[src/rtl/wash_phase_timer.sv]
// Times each washer phase requested by the controller, returns a one-cycle phase_Done,
// and raises a sticky timer_Fault on fill timeout or an illegal phase encoding.
module wash_phase_timer #(
    parameter int PRESCALE     = 1000,
    parameter int SOAK_TICKS   = 30,
    parameter int WASH_TICKS   = 60,
    parameter int RINSE_TICKS  = 40,
    parameter int SPIN_TICKS   = 20,
    parameter int FILL_TIMEOUT = 15,
    parameter int CNT_W        = 16
) (
    input  logic             clock,
    input  logic             reset_n,
    input  logic             soak_Operation,
    input  logic             wash_Operation,
    input  logic             rinse_Operation,
    input  logic             spin_Operation,
    input  logic             water_Intake,
    input  logic             fill_Water,
    input  logic             lid,
    output logic             phase_Done,
    output logic [CNT_W-1:0] remaining,
    output logic             timer_Fault
);

    localparam int PRE_W  = (PRESCALE > 2) ? $clog2(PRESCALE) : 1;
    localparam int FILL_W = $clog2(FILL_TIMEOUT + 1);

    localparam logic [PRE_W-1:0]  PRE_MAX  = PRE_W'(PRESCALE - 1);
    localparam logic [PRE_W-1:0]  PRE_ONE  = PRE_W'(1);
    localparam logic [CNT_W-1:0]  CNT_ONE  = CNT_W'(1);
    localparam logic [FILL_W-1:0] FILL_MAX = FILL_W'(FILL_TIMEOUT);
    localparam logic [FILL_W-1:0] FILL_ONE = FILL_W'(1);

    typedef enum logic [2:0] {
        PH_NONE,
        PH_SOAK,
        PH_WASH,
        PH_RINSE,
        PH_SPIN,
        PH_ILLEGAL
    } phase_t;

    phase_t            decoded_phase;
    phase_t            phase_q, phase_d;
    logic [PRE_W-1:0]  pre_q, pre_d;
    logic [CNT_W-1:0]  remaining_d;
    logic [CNT_W-1:0]  load_ticks;
    logic              done_d;
    logic              fault_d;

    logic              armed, armed_q;
    logic [PRE_W-1:0]  fill_pre_q, fill_pre_d;
    logic [FILL_W-1:0] fill_cnt_q, fill_cnt_d;
    logic              fill_expired;
    logic              paused;
    logic              all_idle;

    always_comb begin
        decoded_phase = PH_ILLEGAL;
        unique case ({soak_Operation, wash_Operation, rinse_Operation, spin_Operation})
            4'b0000: decoded_phase = PH_NONE;
            4'b1000: decoded_phase = PH_SOAK;
            4'b0100: decoded_phase = PH_WASH;
            4'b0010: decoded_phase = PH_RINSE;
            4'b0001: decoded_phase = PH_SPIN;
            default: decoded_phase = PH_ILLEGAL;
        endcase
    end

    always_comb begin
        load_ticks = '0;
        case (decoded_phase)
            PH_SOAK:  load_ticks = CNT_W'(SOAK_TICKS);
            PH_WASH:  load_ticks = CNT_W'(WASH_TICKS);
            PH_RINSE: load_ticks = CNT_W'(RINSE_TICKS);
            PH_SPIN:  load_ticks = CNT_W'(SPIN_TICKS);
            default:  load_ticks = '0;
        endcase
    end

    // While counting, decoded equals stored phase, so spin_Operation here implies the spin phase.
    assign paused   = spin_Operation & lid;
    assign all_idle = ~(soak_Operation | wash_Operation | rinse_Operation |
                        spin_Operation | water_Intake);
    assign armed    = water_Intake & ~fill_Water;

    always_comb begin
        phase_d     = phase_q;
        pre_d       = pre_q;
        remaining_d = remaining;
        done_d      = 1'b0;
        case (decoded_phase)
            PH_NONE: begin
                phase_d     = PH_NONE;
                pre_d       = '0;
                remaining_d = '0;
            end
            PH_ILLEGAL: begin
                phase_d     = phase_q;
            end
            default: begin
                if (decoded_phase != phase_q) begin
                    phase_d     = decoded_phase;
                    pre_d       = '0;
                    remaining_d = load_ticks;
                end else if ((remaining != '0) && !paused) begin
                    if (pre_q == PRE_MAX) begin
                        pre_d       = '0;
                        remaining_d = remaining - CNT_ONE;
                        done_d      = (remaining == CNT_ONE);
                    end else begin
                        pre_d = pre_q + PRE_ONE;
                    end
                end
            end
        endcase
    end

    // The arming edge itself starts the watchdog at zero, mirroring a phase entry edge.
    always_comb begin
        fill_pre_d = fill_pre_q;
        fill_cnt_d = fill_cnt_q;
        if (!armed || !armed_q) begin
            fill_pre_d = '0;
            fill_cnt_d = '0;
        end else if (fill_pre_q == PRE_MAX) begin
            fill_pre_d = '0;
            if (fill_cnt_q != FILL_MAX) begin
                fill_cnt_d = fill_cnt_q + FILL_ONE;
            end
        end else begin
            fill_pre_d = fill_pre_q + PRE_ONE;
        end
    end

    assign fill_expired = (fill_cnt_d == FILL_MAX);

    always_comb begin
        fault_d = timer_Fault;
        if (all_idle) begin
            fault_d = 1'b0;
        end else if ((decoded_phase == PH_ILLEGAL) || fill_expired) begin
            fault_d = 1'b1;
        end
    end

    always_ff @(posedge clock or negedge reset_n) begin
        if (!reset_n) begin
            phase_q     <= PH_NONE;
            pre_q       <= '0;
            remaining   <= '0;
            phase_Done  <= 1'b0;
            timer_Fault <= 1'b0;
            armed_q     <= 1'b0;
            fill_pre_q  <= '0;
            fill_cnt_q  <= '0;
        end else begin
            phase_q     <= phase_d;
            pre_q       <= pre_d;
            remaining   <= remaining_d;
            phase_Done  <= done_d;
            timer_Fault <= fault_d;
            armed_q     <= armed;
            fill_pre_q  <= fill_pre_d;
            fill_cnt_q  <= fill_cnt_d;
        end
    end

endmodule

[config.mk]
export PLATFORM = sky130hd
export DESIGN_NAME = wash_phase_timer
export DESIGN_NICKNAME = d
export VERILOG_FILES = /design/src/rtl/wash_phase_timer.sv
export SDC_FILE = /design/constraint.sdc
export NUM_CORES = 1
export LEC_CHECK = 0
export BUFFER_PORTS_ARGS = -buffer_cell sky130_fd_sc_hd__clkbuf_2
export CORE_ASPECT_RATIO = 0.8
export CORE_MARGIN = 2
export CORE_UTILIZATION = 63
export DETAILED_ROUTE_END_ITERATION = 6
export GPL_TIMING_DRIVEN = 0
export HOLD_SLACK_MARGIN = 0.12
export PLACE_DENSITY_LB_ADDON = 0.3
export RECOVER_POWER = 100
export SYNTH_ARGS = -nofsm -noshare
export SYNTH_HDL_FRONTEND = slang
export SYNTH_SLANG_ARGS = --single-unit
[constraint.sdc]
create_clock -name clock -period 7.7 [get_ports clock]
set_input_delay 1.54 -clock clock [delete_from_list [all_inputs] [get_ports clock]]
set_output_delay 1.54 -clock clock [all_outputs]
set_load 0.01 [all_outputs]
Yosys cells after proc, flatten, opt, wreduce, memory -nomap -nowiden:

Index checks and enable logic that the tools add are counted.

* register bits: 46
* bits of input ports: 9
* word-level logic and storage cells: 75
* output and inout bits: 18

* bitwise operators: 8
* mux-type cells: 23
* equality and inequality tests: 16
* reductions and logical operators: 16
* $add $sub $neg: 4

Operator list (count)
* $mux W10: 5
* $mux W16: 3
* $pmux W16 S2: 1
* $pmux W6 S4: 1
* $add A10 B1 Y10 const B: 2
* $eq A10 B10 Y1 const B: 2
* $pmux W10 S2: 1
* $eq A16 B1 Y1 const B: 1
* $reduce_bool A16 Y1: 1
* $sub A16 B1 Y16 const B: 1
* $pmux W3 S5: 1
* $mux W4: 3
* $eq A4 B4 Y1 const B: 2
* $eq A3 B2 Y1 const B: 2
* $eq A3 B3 Y1 const B: 2
* $mux W1: 6
* $pmux W3 S2: 1
* $reduce_bool A3 Y1: 2
* $add A4 B1 Y4 const B: 1
* $eq A4 B1 Y1 const B: 1
* $eq A4 B2 Y1 const B: 1
* $eq A4 B3 Y1 const B: 1
* $logic_not A4 Y1: 1
* $ne A4 B4 Y1 const B: 1
* other kinds (15): 24

Logic depth before layout (Yosys ltp):

Gate-level depths: netlist (run 1).

* depth after elaboration: 9
* mapped depth: 9
* mapped depth without buffers: 8

Worst setup path before layout (run 1):

OpenSTA, ideal clock, no wires.

* kind: input-to-reg
* start: input wash_Operation
* end: register remaining[8]
* buffers on the path: 2
* required time: 7568 ps
* slack: 4328 ps
* stages: 8
* arrival time: 3240 ps
* setup time: 132 ps
* cell sequence: maj3_1 o21ai_0 a32o_1 clkbuf_1 clkbuf_1 nor2_1 o21ai_0 o31ai_1

* longest elaborated chain between the ends: 5
* elaborated cells between the ends (all ways): 15
* classes of those cells: 6 x eq/ne; 3 x mux; 1 x bitwise; 5 x reduce/logical

Ends and longest elaborated chain
* start, declared: line 15 `input logic wash_Operation,`
* $eq A4 B1 Y1, or another cell as far along: line 61 `unique case ({soak_Operation, wash_Operation, rinse_Operation, spin_Operation})`
* $pmux W3 S5 *: line 61
* $ne A3 B3 Y1, or another cell as far along: line 103 `if (decoded_phase != phase_q) begin`
* $mux W16, or another cell as far along: line 103
* $pmux W16 S2 or $reduce_and A3 Y1 (tied branches)
* end signal, assigned: line 161 `remaining <= remaining_d;`
* end, declared: line 22 `output logic [CNT_W-1:0] remaining,`

Every way passes the cells marked *; elsewhere a longest branch is shown, timed or not.
A chain may end at the register's enable or synchronous reset.

Worst setup path in the final report (run 1):

* start: input wash_Operation
* end: register remaining[1]

* longest elaborated chain between the ends: 6
* elaborated cells between the ends (all ways): 20
* classes of those cells: 10 x eq/ne; 4 x mux; 1 x bitwise; 5 x reduce/logical

Ends and longest elaborated chain
* $eq A4 B1 Y1, or another cell as far along: line 61
* $pmux W3 S5 *: line 61
* $eq A3 B3 Y1, or another cell as far along: line 73 `case (decoded_phase)`
* $pmux W6 S4: line 73
* $mux W16: line 103
* $pmux W16 S2: line 93 `case (decoded_phase)`

Marks and branches as above.

==> results of run 1 <==
==> power by group through the flow <==
| stage | clock [mW] | combinational, mW | sequential (mW) |
|---|---|---|---|
| floorplan | 0 | 0.106 | 0.289 |
| global placement | 0 | 0.156 | 0.290 |
| detailed placement | 0 | 0.160 | 0.291 |
| CTS | 0.155 | 0.162 | 0.287 |
| global route | 0.167 | 0.173 | 0.291 |
| finish | 0.152 | 0.155 | 0.288 |
==> per-layer routing <==
layer / GRT usage [%] / up-vias / part of all wire, %
met4: 6.25 / 0 / 1.0
met2: 44.3 / 87 / 44
met5: 0 / - / 0
met3: 5.92 / 8 / 6.0
met1: 40.5 / 1207 / 49
li1: - / 1204 / -
==> worst reg2reg max path, stage by stage, from the launching register on <==
cell	delay, ns
dfrtp_1	0.47
or4_1	0.52
clkbuf_2	0.18
or4_4	0.57
o21a_1	0.22
a21oi_1	0.26
clkbuf_1	0.41
nor4_1	0.12
o21bai_1	0.18
==> cell families after synthesis <==
family,synth area share (%)
compound gates,21.0
xor+xnor,3.53
fa+ha+maj,3.12
buf+inv,3.71
flops,42.2
mux,1.15
simple gates,25.3
==> registers in the layout, indices dropped and copies added, names as in the netlist <==
signal,cells
phase_q,3
armed_q,1
pre_q,10
fill_cnt_q,4
remaining,16
fill_pre_q,10
timer_Fault,1
phase_Done,1
==> placed cells by master, fill, tap and decap left out, types with 7 or more instances in the layout <==
| master | count |
|---|---|
| or4_1 | 8 |
| inv_1 | 10 |
| nand2_1 | 15 |
| nand3_1 | 16 |
| nor3_1 | 10 |
| o21ai_0 | 28 |
| clkbuf_1 | 31 |
| dfrtp_1 | 46 |
| nor2_1 | 26 |
| or3_1 | 9 |
| a21oi_1 | 19 |
| and3_1 | 7 |
| xor2_1 | 7 |
==> Yosys cell counts (4+ instances only) <==
| cell type | number | share of area (%) |
|---|---|---|
| a31oi_1 | 6 | 1.4 |
| clkbuf_1 | 5 | 0.69 |
| a21oi_1 | 18 | 3.3 |
| nor3_1 | 10 | 1.8 |
| o21ai_0 | 28 | 5.1 |
| dfrtp_1 | 46 | 42 |
| a2bb2oi_1 | 4 | 1.3 |
| nor2b_1 | 5 | 1.1 |
| nand2b_1 | 6 | 1.4 |
| inv_1 | 10 | 1.4 |
| nand2_1 | 15 | 2.1 |
| nand4_1 | 4 | 0.92 |
| nand3_1 | 16 | 2.9 |
| xor2_1 | 7 | 2.2 |
| or3_1 | 9 | 2.1 |
| xnor2_1 | 4 | 1.3 |
| or4_1 | 8 | 2.2 |
| nor4_1 | 4 | 0.92 |
| ha_1 | 6 | 2.8 |
| o31ai_1 | 4 | 1.1 |
| nor2_1 | 26 | 3.6 |
| and3_1 | 7 | 1.6 |
==> cell type report <==
cell class,instances,share of cell area (%)
repair buffers,26,3.45
plain buffers,13,1.72
clock buffers,5,2.31
flip-flops and latches,46,38.7
inverters,10,1.26
multi-input cells,235,49.4
well taps,57,2.40
clock inverters,3,0.799
==> final timing paths <==
check | from | end | slack, ns | depth (start not counted)
min in group asynchronous | reset_n | fill_pre_q[5] | 1.94 | 1
max | wash_Operation | remaining[1] | 3.78 | 10
min reg2reg | fill_pre_q[0] | fill_pre_q[0] | 0.51 | 1
min | fill_pre_q[0] | fill_pre_q[0] | 0.51 | 1
max in group asynchronous | reset_n | phase_q[2] | 4.42 | 1
max reg2reg | remaining[8] | remaining[0] | 4.64 | 8
==> per-stage QoR <==
step | utilization [%] | power [mW]
after floorplan | - | 0.395
after global placement | 70.1 | 0.446
after detailed placement | 70.1 | 0.451
after CTS | 72.4 | 0.604
after global routing | 71.2 | 0.631
final | 71.2 | 0.596
==> key figures, run 1 <==
Critical path
  • Crit path cell chain: clkbuf_1, clkbuf_1, nor2_1, o21ai_0, a32o_1, nand2b_1, clkbuf_1, and2_0, clkbuf_1, mux2i_1
  • Worst Setup Path Type: primary input to flip-flop
  • Largest stage delay, worst path: roughly 0.45 ns
  • Crit path capture type: flip-flop
  • Critical path fanouts, max: 10
  • Startpoint Class: primary input
  • Most frequent cell on the critical path: clkbuf_1
  • Worst Path Buf+Inv: 4
  • CP required: between 7 and 8 ns
  • Critical path arrival: between 4 and 5 ns
  • CP top delay family: buffers and inverters
  • Slowest-stage cell, CP: clkbuf_1

STA
  • Setup TNS: 0 ns
  • Hold slack: 0.512 ns
  • Worst slew margin: -57.0%
  • Finish-stage setup viols: 0
  • Endpoints failing hold: 0
  • Final worst slack: between 3 and 4 ns
  • Clock skew: about 0.01 ns
  • RSZ-0062 raised after global routing: false
  • Measured slew at the worst slew-check pin: 2.36 ns
  • Final cycle utilization of the critical path: just over 50%
  • Min cycle time layout: around 3.9 ns
  • Fmax: 255 MHz
  • Final Slew Violations: 47

Yosys
  • Synthesized netlist cell count: between 300 and 400
  • Syn_area_per_cell: approximately 9 um^2
  • Warnings from Yosys: 0
  • Yosys cell types: 58
  • Top_reg_cell synth: dfrtp_1
  • Ys async rst share: 100%
  • Synth Cell Area: around 2700 um^2
  • Mapped Nets: between 300 and 400
  • Post-synthesis sequential area ratio: between 40% and 50%
  • Post-synth EDFFs: 0
  • FF+latch count, synth: 46

Power and ir drop
  • NetSw: between 200 and 250 uW
  • Leakage: around 1.2 nW
  • Worst VDD drop: around 0.00014 V
  • Combinational power share: 26.1%
  • Power per Cell Area: 200 nW/um^2
  • Pint: 380 uW
  • Share of total power in the clock network: about 26%
  • Sequential power share: slightly below 50%
  • Switching share of power: ~36%

CTS
  • Worst-Skew Late Latency: approximately 0.30 ns
  • Resize count post-CTS: 0
  • CTS tree: done
  • Post-CTS setup buffer count: 0
  • CTS Sinks: 46
  • Clock H-tree levels: 2
  • Root Driver: clkbuf_8
  • Inserted Clock Buffers: 5
  • Clock buffer depth: 2
  • Hold-fix buffers, CTS: 0
  • Clock slew at reported path FFs: approximately 0.090 ns

Run status
  • Failing checks: max-capacitance violations, max-slew violations
  • Outcome: complete, but fails checks

Placed design
  • Post-place instance area: between 2000 and 3000 um^2
  • GPL Wtd Cong: a little under 0.9
  • Pre-CTS setup slack: approximately 3.6 ns
  • Port buffer count: 26
  • Inst Count DP: between 300 and 400
  • DP Wirelength: around 4.5 mm

Drt
  • Via count: 2506
  • Via-to-Cell Ratio: around 6.3
  • Drt first pass iters: 4
  • Final wirelength: roughly 6.3 mm
  • Wire per inst: roughly 16 um
  • # DRC: 0
  • Iter 0 DRT Violations: 288
  • Final ANT Viol Nets: 0

Final layout
  • Final instance area: 2980 um^2
  • Finished Layout Cells: between 300 and 400
  • Fillers: 363
  • Synth-to-Final Area Change: 9.08%
  • Storage cell area: 1150 um^2
  • Area occupied by multi-input gates: approximately 1500 um^2
  • Ratio of cells with drive above 1 in the final layout: between 6 and 7%
  • Final #Nets: 352
  • Antenna cells: 0

Floorplan
  • IO Pins: 27
  • Die ar.: between 4000 and 5000 um^2
  • Core ar.: 4180 um^2
  • Die Width: around 78 um
  • Die Height: around 63 um
  • Starting density of the core: 65.3%
  • Row cnt: 21

Global route
  • Largest net degree at the start of global routing: 47
  • Grt ovf: 0
  • GR Util All Layers: between 20 and 30%
  • Vias in the first global route: around 2400
  • First-pass GRT wire length: 11.1 mm
  • Initial antenna violation count: 0

Job
  • Max-cap violations: 1

Hold path
  • Worst hold path type: flip-flop to flip-flop
Power figures use the tool's default switching activity.
==> run 2: changes to the inputs <==
--- a/config.mk
+++ b/config.mk
@@ -8,7 +8,7 @@
 export BUFFER_PORTS_ARGS = -buffer_cell sky130_fd_sc_hd__clkbuf_2
 export CORE_ASPECT_RATIO = 0.8
 export CORE_MARGIN = 2
-export CORE_UTILIZATION = 63
+export CORE_UTILIZATION = 53
 export DETAILED_ROUTE_END_ITERATION = 6
 export GPL_TIMING_DRIVEN = 0
 export HOLD_SLACK_MARGIN = 0.12
==> constraint.sdc (replaced) <==
create_clock -name clock -period 3.28 [get_ports clock]
set_input_delay 0.656 -clock clock [delete_from_list [all_inputs] [get_ports clock]]
set_output_delay 0.656 -clock clock [all_outputs]
set_load 0.01 [all_outputs]
==> key figures, run 2 (synthesis results as in run 1) <==
Job
  • Max-cap violations: 1 (unchanged)

Global route
  • Vias in the first global route: 2182 (was 2363)
  • Initial antenna violation count: 0 (unchanged)
  • Grt ovf: 0 (unchanged)
  • GR Util All Layers: 22.2% (was 28.3%)
  • First-pass GRT wire length: 10.1 mm (was 11.1 mm)
  • Largest net degree at the start of global routing: 47 (unchanged)

Critical path
  • Worst setup path startpoint: remaining[8] (was wash_Operation)
  • Crit path cell chain: or4_1, clkbuf_1, or4_1, o21a_1, a21oi_1, clkbuf_1, o21ai_0, o31ai_1 (was clkbuf_1, clkbuf_1, nor2_1, o21ai_0, a32o_1, nand2b_1, clkbuf_1, and2_0, clkbuf_1, mux2i_1)
  • CP top delay family: simple AND/OR/NAND/NOR gates (was buffers and inverters)
  • Critical path arrival: 3.28 ns (was 4.15 ns)
  • Largest stage delay, worst path: 0.65 ns (was 0.45 ns)
  • Worst Setup Path Type: flip-flop to flip-flop (was primary input to flip-flop)
  • Capturing point of the worst reg2reg path: remaining[9] (was remaining[0])
  • Crit path capture type: flip-flop (unchanged)
  • Startpoint Class: flip-flop (was primary input)
  • Slowest-stage cell, CP: or4_1 (was clkbuf_1)
  • FF-to-FF path depth: 8 (unchanged)
  • Reg2reg setup slack: 0.20 ns (was 4.64 ns)
  • Worst Path Buf+Inv: 2 (was 4)
  • CP required: 3.48 ns (was 7.93 ns)
  • R2R Path Start: remaining[8] (unchanged)
  • Critical path fanouts, max: 10 (unchanged)

Placed design
  • Pre-CTS setup slack: 0.0759 ns (was 3.63 ns)
  • DP Wirelength: 4.36 mm (was 4.49 mm)
  • GPL Wtd Cong: 0.854 (was 0.878)
  • Port buffer count: 26 (unchanged)

Floorplan
  • Starting density of the core: 54.8% (was 65.3%)
  • Die Width: 84.2 um (was 77.6 um)
  • Row cnt: 23 (was 21)
  • Die ar.: 5740 um^2 (was 4880 um^2)
  • IO Pins: 27 (unchanged)
  • Die Height: 68.2 um (was 62.9 um)
  • Core ar.: 4980 um^2 (was 4180 um^2)

STA
  • Worst slew margin: -60.9% (was -57.0%)
  • Clock skew: 0.00793 ns (was 0.00991 ns)
  • Min cycle time layout: approximately 3.1 ns
  • Measured slew at the worst slew-check pin: 2.41 ns (was 2.36 ns)
  • Final cycle utilization of the critical path: a little over nine tenths
  • Final worst slack: 0.203 ns (was 3.78 ns)
  • Fmax: between 300 and 400 MHz
  • Final Slew Violations: 47 (unchanged)
  • Endpoints failing hold: 0 (unchanged)
  • Finish-stage setup viols: 0 (unchanged)
  • Setup TNS: 0 ns (unchanged)
  • RSZ-0062 raised after global routing: false (unchanged)

Drt
  • Final ANT Viol Nets: 0 (unchanged)
  • Drt first pass iters: 5 (was 4)
  • Via count: 2439 (was 2506)
  • Final wirelength: 6.09 mm (was 6.25 mm)
  • Wire per inst: 15.2 um (was 15.8 um)
  • Iter 0 DRT Violations: 169 (was 288)
  • # DRC: 0 (unchanged)
  • Via-to-Cell Ratio: 6.10 (was 6.34)

CTS
  • Root Driver: clkbuf_8 (unchanged)
  • Post-CTS setup buffer count: 0 (unchanged)
  • Worst-Skew Late Latency: 0.31 ns (was 0.30 ns)
  • CTS Sinks: 46 (unchanged)
  • Clock slew at reported path FFs: 0.09 ns (about the same)
  • Resize count post-CTS: 0 (unchanged)
  • Hold-fix buffers, CTS: 0 (unchanged)
  • CTS tree: done (unchanged)
  • Clock H-tree levels: 2 (unchanged)
  • Inserted Clock Buffers: 5 (unchanged)
  • Clock buffer depth: 2 (unchanged)

Final layout
  • Final core occ: 60.1% (was 71.2%)
  • Fillers: 465 (was 363)
  • Antenna cells: 0 (unchanged)
  • Largest regs: remaining x16, fill_pre_q x10, pre_q x10 (unchanged)
  • Final #Nets: 352 (unchanged)
  • Max FFs per register: 16 (unchanged)
  • Most common cell after layout, fill and taps aside: dfrtp_1 (unchanged)
  • Synth-to-Final Area Change: 9.72% (was 9.08%)
  • Most frequent cells in the layout: dfrtp_1 (46), clkbuf_1 (29), o21ai_0 (28), nor2_1 (26), a21oi_1 (19) (was dfrtp_1 (46), clkbuf_1 (31), o21ai_0 (28), nor2_1 (26), a21oi_1 (19))
  • Ratio of cells with drive above 1 in the final layout: 6.51% (was 6.21%)
  • Largest register by flop count: remaining (unchanged)

Hold path
  • Hold Path Stages: 1 (unchanged)
  • Worst hold path type: flip-flop to flip-flop (unchanged)
  • Hold worst-path end: fill_pre_q[0] (unchanged)
  • Worst min-delay path startpoint: fill_pre_q[0] (unchanged)

Power and ir drop
  • Worst VDD drop: 0.000285 V (was 0.000143 V)
  • Power per Cell Area: 475 nW/um^2 (was 200 nW/um^2)
  • Leakage: 1.24 nW (was 1.23 nW)

Run status
  • Failing checks: max-capacitance violations, max-slew violations (unchanged)
  • Outcome: complete, but fails checks (unchanged)
run 2: cell count changes in the layout (fill, tap and decap cells not counted), moves of 2 or more:
| cell | change |
|---|---|
| clkbuf_1 | -2 |
| clkbuf_2 | +2 |
| clkbuf_8 | +2 |
| clkinvlp_4 | -2 |
run 2: metal layers:
metal	track usage, %	wire (um)
met1	30.2	2900
met2	36.8	2790
met3	4.22	333
met4	6.25	68
met5	0	0
run 2: area by class of cell:
class	count	area, um^2	area share (%)
multi-input cells	235	1470	49.0
flip-flops and latches	46	1150	38.4
repair buffers	26	104	3.47
clock buffers	7	96.3	3.22
well taps	62	77.6	2.59
plain buffers	13	52.6	1.76
inverters	10	37.5	1.25
clock inverters	1	8.76	0.293
run 2: how the worst max path moves through the flow:
stage / cells after the start / endpoint
after global placement: 9 / remaining[4]
after detailed placement: 9 / remaining[9]
final: 8 / remaining[9]
after global routing: 8 / remaining[9]
after CTS: 9 / remaining[9]
after floorplan: 8 / remaining[1]
run 2: power by group:
part	total (mW)	leakage (nW)	internal [mW]	switching, mW
sequential	0.672	0.622	0.607	0.0646
combinational	0.355	0.568	0.130	0.225
clock	0.395	0.0544	0.193	0.201
run 2: stage by stage:
step	hold slack [ns]	power, mW	std cells	instance area, um^2
final	0.489	1.42	400	2990
after global routing	0.509	1.50	400	2990
after CTS	0.488	1.45	400	3040
after detailed placement	0.475	1.06	392	2940
after global placement	0.471	1.05	392	2940
after floorplan	0.360	0.928	304	2730
run 2: worst reg2reg max path: stages (launching register included):
cell and delay (ns):
dfrtp_1 0.46, or4_1 0.49, clkbuf_1 0.19, or4_1 0.65, o21a_1 0.24, a21oi_1 0.25, clkbuf_1 0.37, o21ai_0 0.19
o31ai_1 0.12
==> run 3: changes to the inputs <==
--- a/config.mk
+++ b/config.mk
@@ -6,9 +6,11 @@
 export NUM_CORES = 1
 export LEC_CHECK = 0
 export BUFFER_PORTS_ARGS = -buffer_cell sky130_fd_sc_hd__clkbuf_2
+export CELL_PAD_IN_SITES_DETAIL_PLACEMENT = 2
+export CELL_PAD_IN_SITES_GLOBAL_PLACEMENT = 2
 export CORE_ASPECT_RATIO = 0.8
 export CORE_MARGIN = 2
-export CORE_UTILIZATION = 53
+export CORE_UTILIZATION = 33
 export DETAILED_ROUTE_END_ITERATION = 6
 export GPL_TIMING_DRIVEN = 0
 export HOLD_SLACK_MARGIN = 0.12
==> key figures, run 3 (synthesis results as in run 1) <==
Run status
  • Outcome: complete, but fails checks (unchanged)
  • Failing checks: max-capacitance violations, max-slew violations (unchanged)

Final layout
  • Final core occ: 38.1% (was 60.1%)
  • Max FFs per register: 16 (unchanged)
  • Final #Nets: 352 (unchanged)
  • Largest register by flop count: remaining (unchanged)
  • Most common cell after layout, fill and taps aside: dfrtp_1 (unchanged)
  • Final instance area: 3040 um^2 (was 2990 um^2)
  • Largest regs: remaining x16, fill_pre_q x10, pre_q x10 (unchanged)
  • Most frequent cells in the layout: dfrtp_1 (46), clkbuf_1 (30), o21ai_0 (28), nor2_1 (26), a21oi_1 (19) (was dfrtp_1 (46), clkbuf_1 (29), o21ai_0 (28), nor2_1 (26), a21oi_1 (19))
  • Antenna cells: 0 (unchanged)
  • Ratio of cells with drive above 1 in the final layout: 6.80% (was 6.51%)
  • Synth-to-Final Area Change: 11.6% (was 9.72%)

Floorplan
  • Die Height: 85.3 um (was 68.2 um)
  • Row cnt: 29 (was 23)
  • Core ar.: 7980 um^2 (was 4980 um^2)
  • IO Pins: 27 (unchanged)
  • Starting density of the core: 34.2% (was 54.8%)
  • Die ar.: 9020 um^2 (was 5740 um^2)
  • Die Width: 106 um (was 84.2 um)

STA
  • Min cycle time layout: 3.03 ns (was 3.08 ns)
  • Measured slew at the worst slew-check pin: 2.60 ns (was 2.41 ns)
  • RSZ-0062 raised after global routing: false (unchanged)
  • Clock skew: 0.0101 ns (was 0.00793 ns)
  • Finish-stage setup viols: 0 (unchanged)
  • Hold slack: 0.502 ns (was 0.489 ns)
  • Final cycle utilization of the critical path: 92.4% (was 93.8%)
  • Final Slew Violations: 47 (unchanged)
  • Endpoints failing hold: 0 (unchanged)
  • Fmax: 330 MHz (was 325 MHz)
  • Worst slew margin: -73.5% (was -60.9%)

Placed design
  • DP Wirelength: 6.21 mm (was 4.36 mm)
  • Post-place instance area: 2990 um^2 (was 2940 um^2)
  • Port buffer count: 26 (unchanged)
  • GPL Wtd Cong: 0.794 (was 0.854)

Critical path
  • Startpoint Class: flip-flop (unchanged)
  • R2R Path Start: pre_q[1] (was remaining[8])
  • Crit path cell chain: ha_1, nand2_1, or4_1, nor4b_1, a21oi_1, o21ai_0, o31ai_1 (was or4_1, clkbuf_1, or4_1, o21a_1, a21oi_1, clkbuf_1, o21ai_0, o31ai_1)
  • Critical path arrival: 3.21 ns (was 3.28 ns)
  • Crit path depth: 7 (was 8)
  • Reg2reg setup slack: 0.25 ns (was 0.20 ns)
  • Crit path capture type: flip-flop (unchanged)
  • Critical path fanouts, max: 6 (was 10)
  • Largest stage delay, worst path: 1.09 ns (was 0.65 ns)
  • Capturing point of the worst reg2reg path: remaining[9] (unchanged)
  • Worst setup path startpoint: pre_q[1] (was remaining[8])
  • CP top delay family: simple AND/OR/NAND/NOR gates (unchanged)
  • Slowest-stage cell, CP: nor4b_1 (was or4_1)
  • Critical path endpoint: remaining[9] (unchanged)
  • CP required: 3.46 ns (was 3.48 ns)
  • Worst Path Buf+Inv: 0 (was 2)
  • FF-to-FF path depth: 7 (was 8)
  • Worst Setup Path Type: flip-flop to flip-flop (unchanged)

Drt
  • # DRC: 0 (unchanged)
  • Drt first pass iters: 4 (was 5)
  • Final ANT Viol Nets: 0 (unchanged)
  • Wire per inst: 18.5 um (was 15.2 um)
  • Via-to-Cell Ratio: 5.68 (was 6.10)
  • Iter 0 DRT Violations: 107 (was 169)
  • Final wirelength: 8.26 mm (was 6.09 mm)
  • Via count: 2532 (was 2439)

CTS
  • CTS Sinks: 46 (unchanged)
  • Clock slew at reported path FFs: 0.09 ns (about the same)
  • Clock buffer depth: 2 (unchanged)
  • Root Driver: clkbuf_8 (unchanged)
  • Inserted Clock Buffers: 5 (unchanged)
  • Worst-Skew Late Latency: 0.30 ns (was 0.31 ns)
  • CTS tree: done (unchanged)
  • Post-CTS setup buffer count: 0 (unchanged)
  • Clock H-tree levels: 2 (unchanged)

Job
  • Max-cap violations: 1 (unchanged)

Power and ir drop
  • Worst VDD drop: 0.000204 V (was 0.000285 V)
  • Leakage: 1.24 nW (about the same)
  • Power per Cell Area: 468 nW/um^2 (was 475 nW/um^2)

Global route
  • Vias in the first global route: 2686 (was 2182)
  • First-pass GRT wire length: 14.0 mm (was 10.1 mm)
  • Initial antenna violation count: 0 (unchanged)
  • GR Util All Layers: 19.4% (was 22.2%)
  • Grt ovf: 0 (unchanged)
  • Largest net degree at the start of global routing: 47 (unchanged)

Hold path
  • Worst hold path type: flip-flop to flip-flop (unchanged)
## run 3: layer usage
layer	up-vias	GRT usage, %	part of all wire [%]
li1	1198	-	-
met1	1302	27.4	50
met2	27	32.3	47
met3	5	2.84	2.2
met4	0	3.23	0.56
met5	-	0	0
## run 3: worst min-delay path by stage
stage	from	to	slack, ns	cells past startpoint
floorplan	reset_n	armed_q	0.36	0
global placement	fill_pre_q[0]	fill_pre_q[0]	0.48	1
detailed placement	fill_pre_q[0]	fill_pre_q[0]	0.49	1
CTS	fill_pre_q[0]	fill_pre_q[0]	0.51	1
global route	fill_Water	armed_q	0.52	2
finish	fill_pre_q[0]	fill_pre_q[0]	0.50	1
## run 3: repair_timing
action,in CTS,in global routing
setup endpoints to repair,0,5
hold buffers,0,0
resized for setup,0,2
## run 3: area by class of cell
cell class              count  area [um^2]
plain buffers              13         61.3
clock buffers               6         72.6
clock inverters             2         13.8
fillers                   915         4940
inverters                  10         37.5
multi-input cells         235         1470
flip-flops and latches     46         1150
well taps                 108          135
repair buffers             26          103
## run 3: through the flow
stage | TNS, ns | power, mW | worst slack [ns] | instances
3_5_place_dp | -0.750 | 1.09 | -0.161 | 438
3_3_place_gp | -0.0627 | 1.07 | -0.0314 | 438
6_report | 0 | 1.42 | 0.248 | 446
2_1_floorplan | 0 | 0.928 | 0.727 | 304
5_1_grt | 0 | 1.51 | 0.0713 | 446
4_1_cts | 0 | 1.46 | 0.156 | 446
## run 3: where the power goes
group | switching, mW | total, mW | internal (mW)
logic | 0.252 | 0.391 | 0.139
clock network | 0.204 | 0.355 | 0.151
registers | 0.0706 | 0.678 | 0.607
total | 0.527 | 1.42 | 0.897
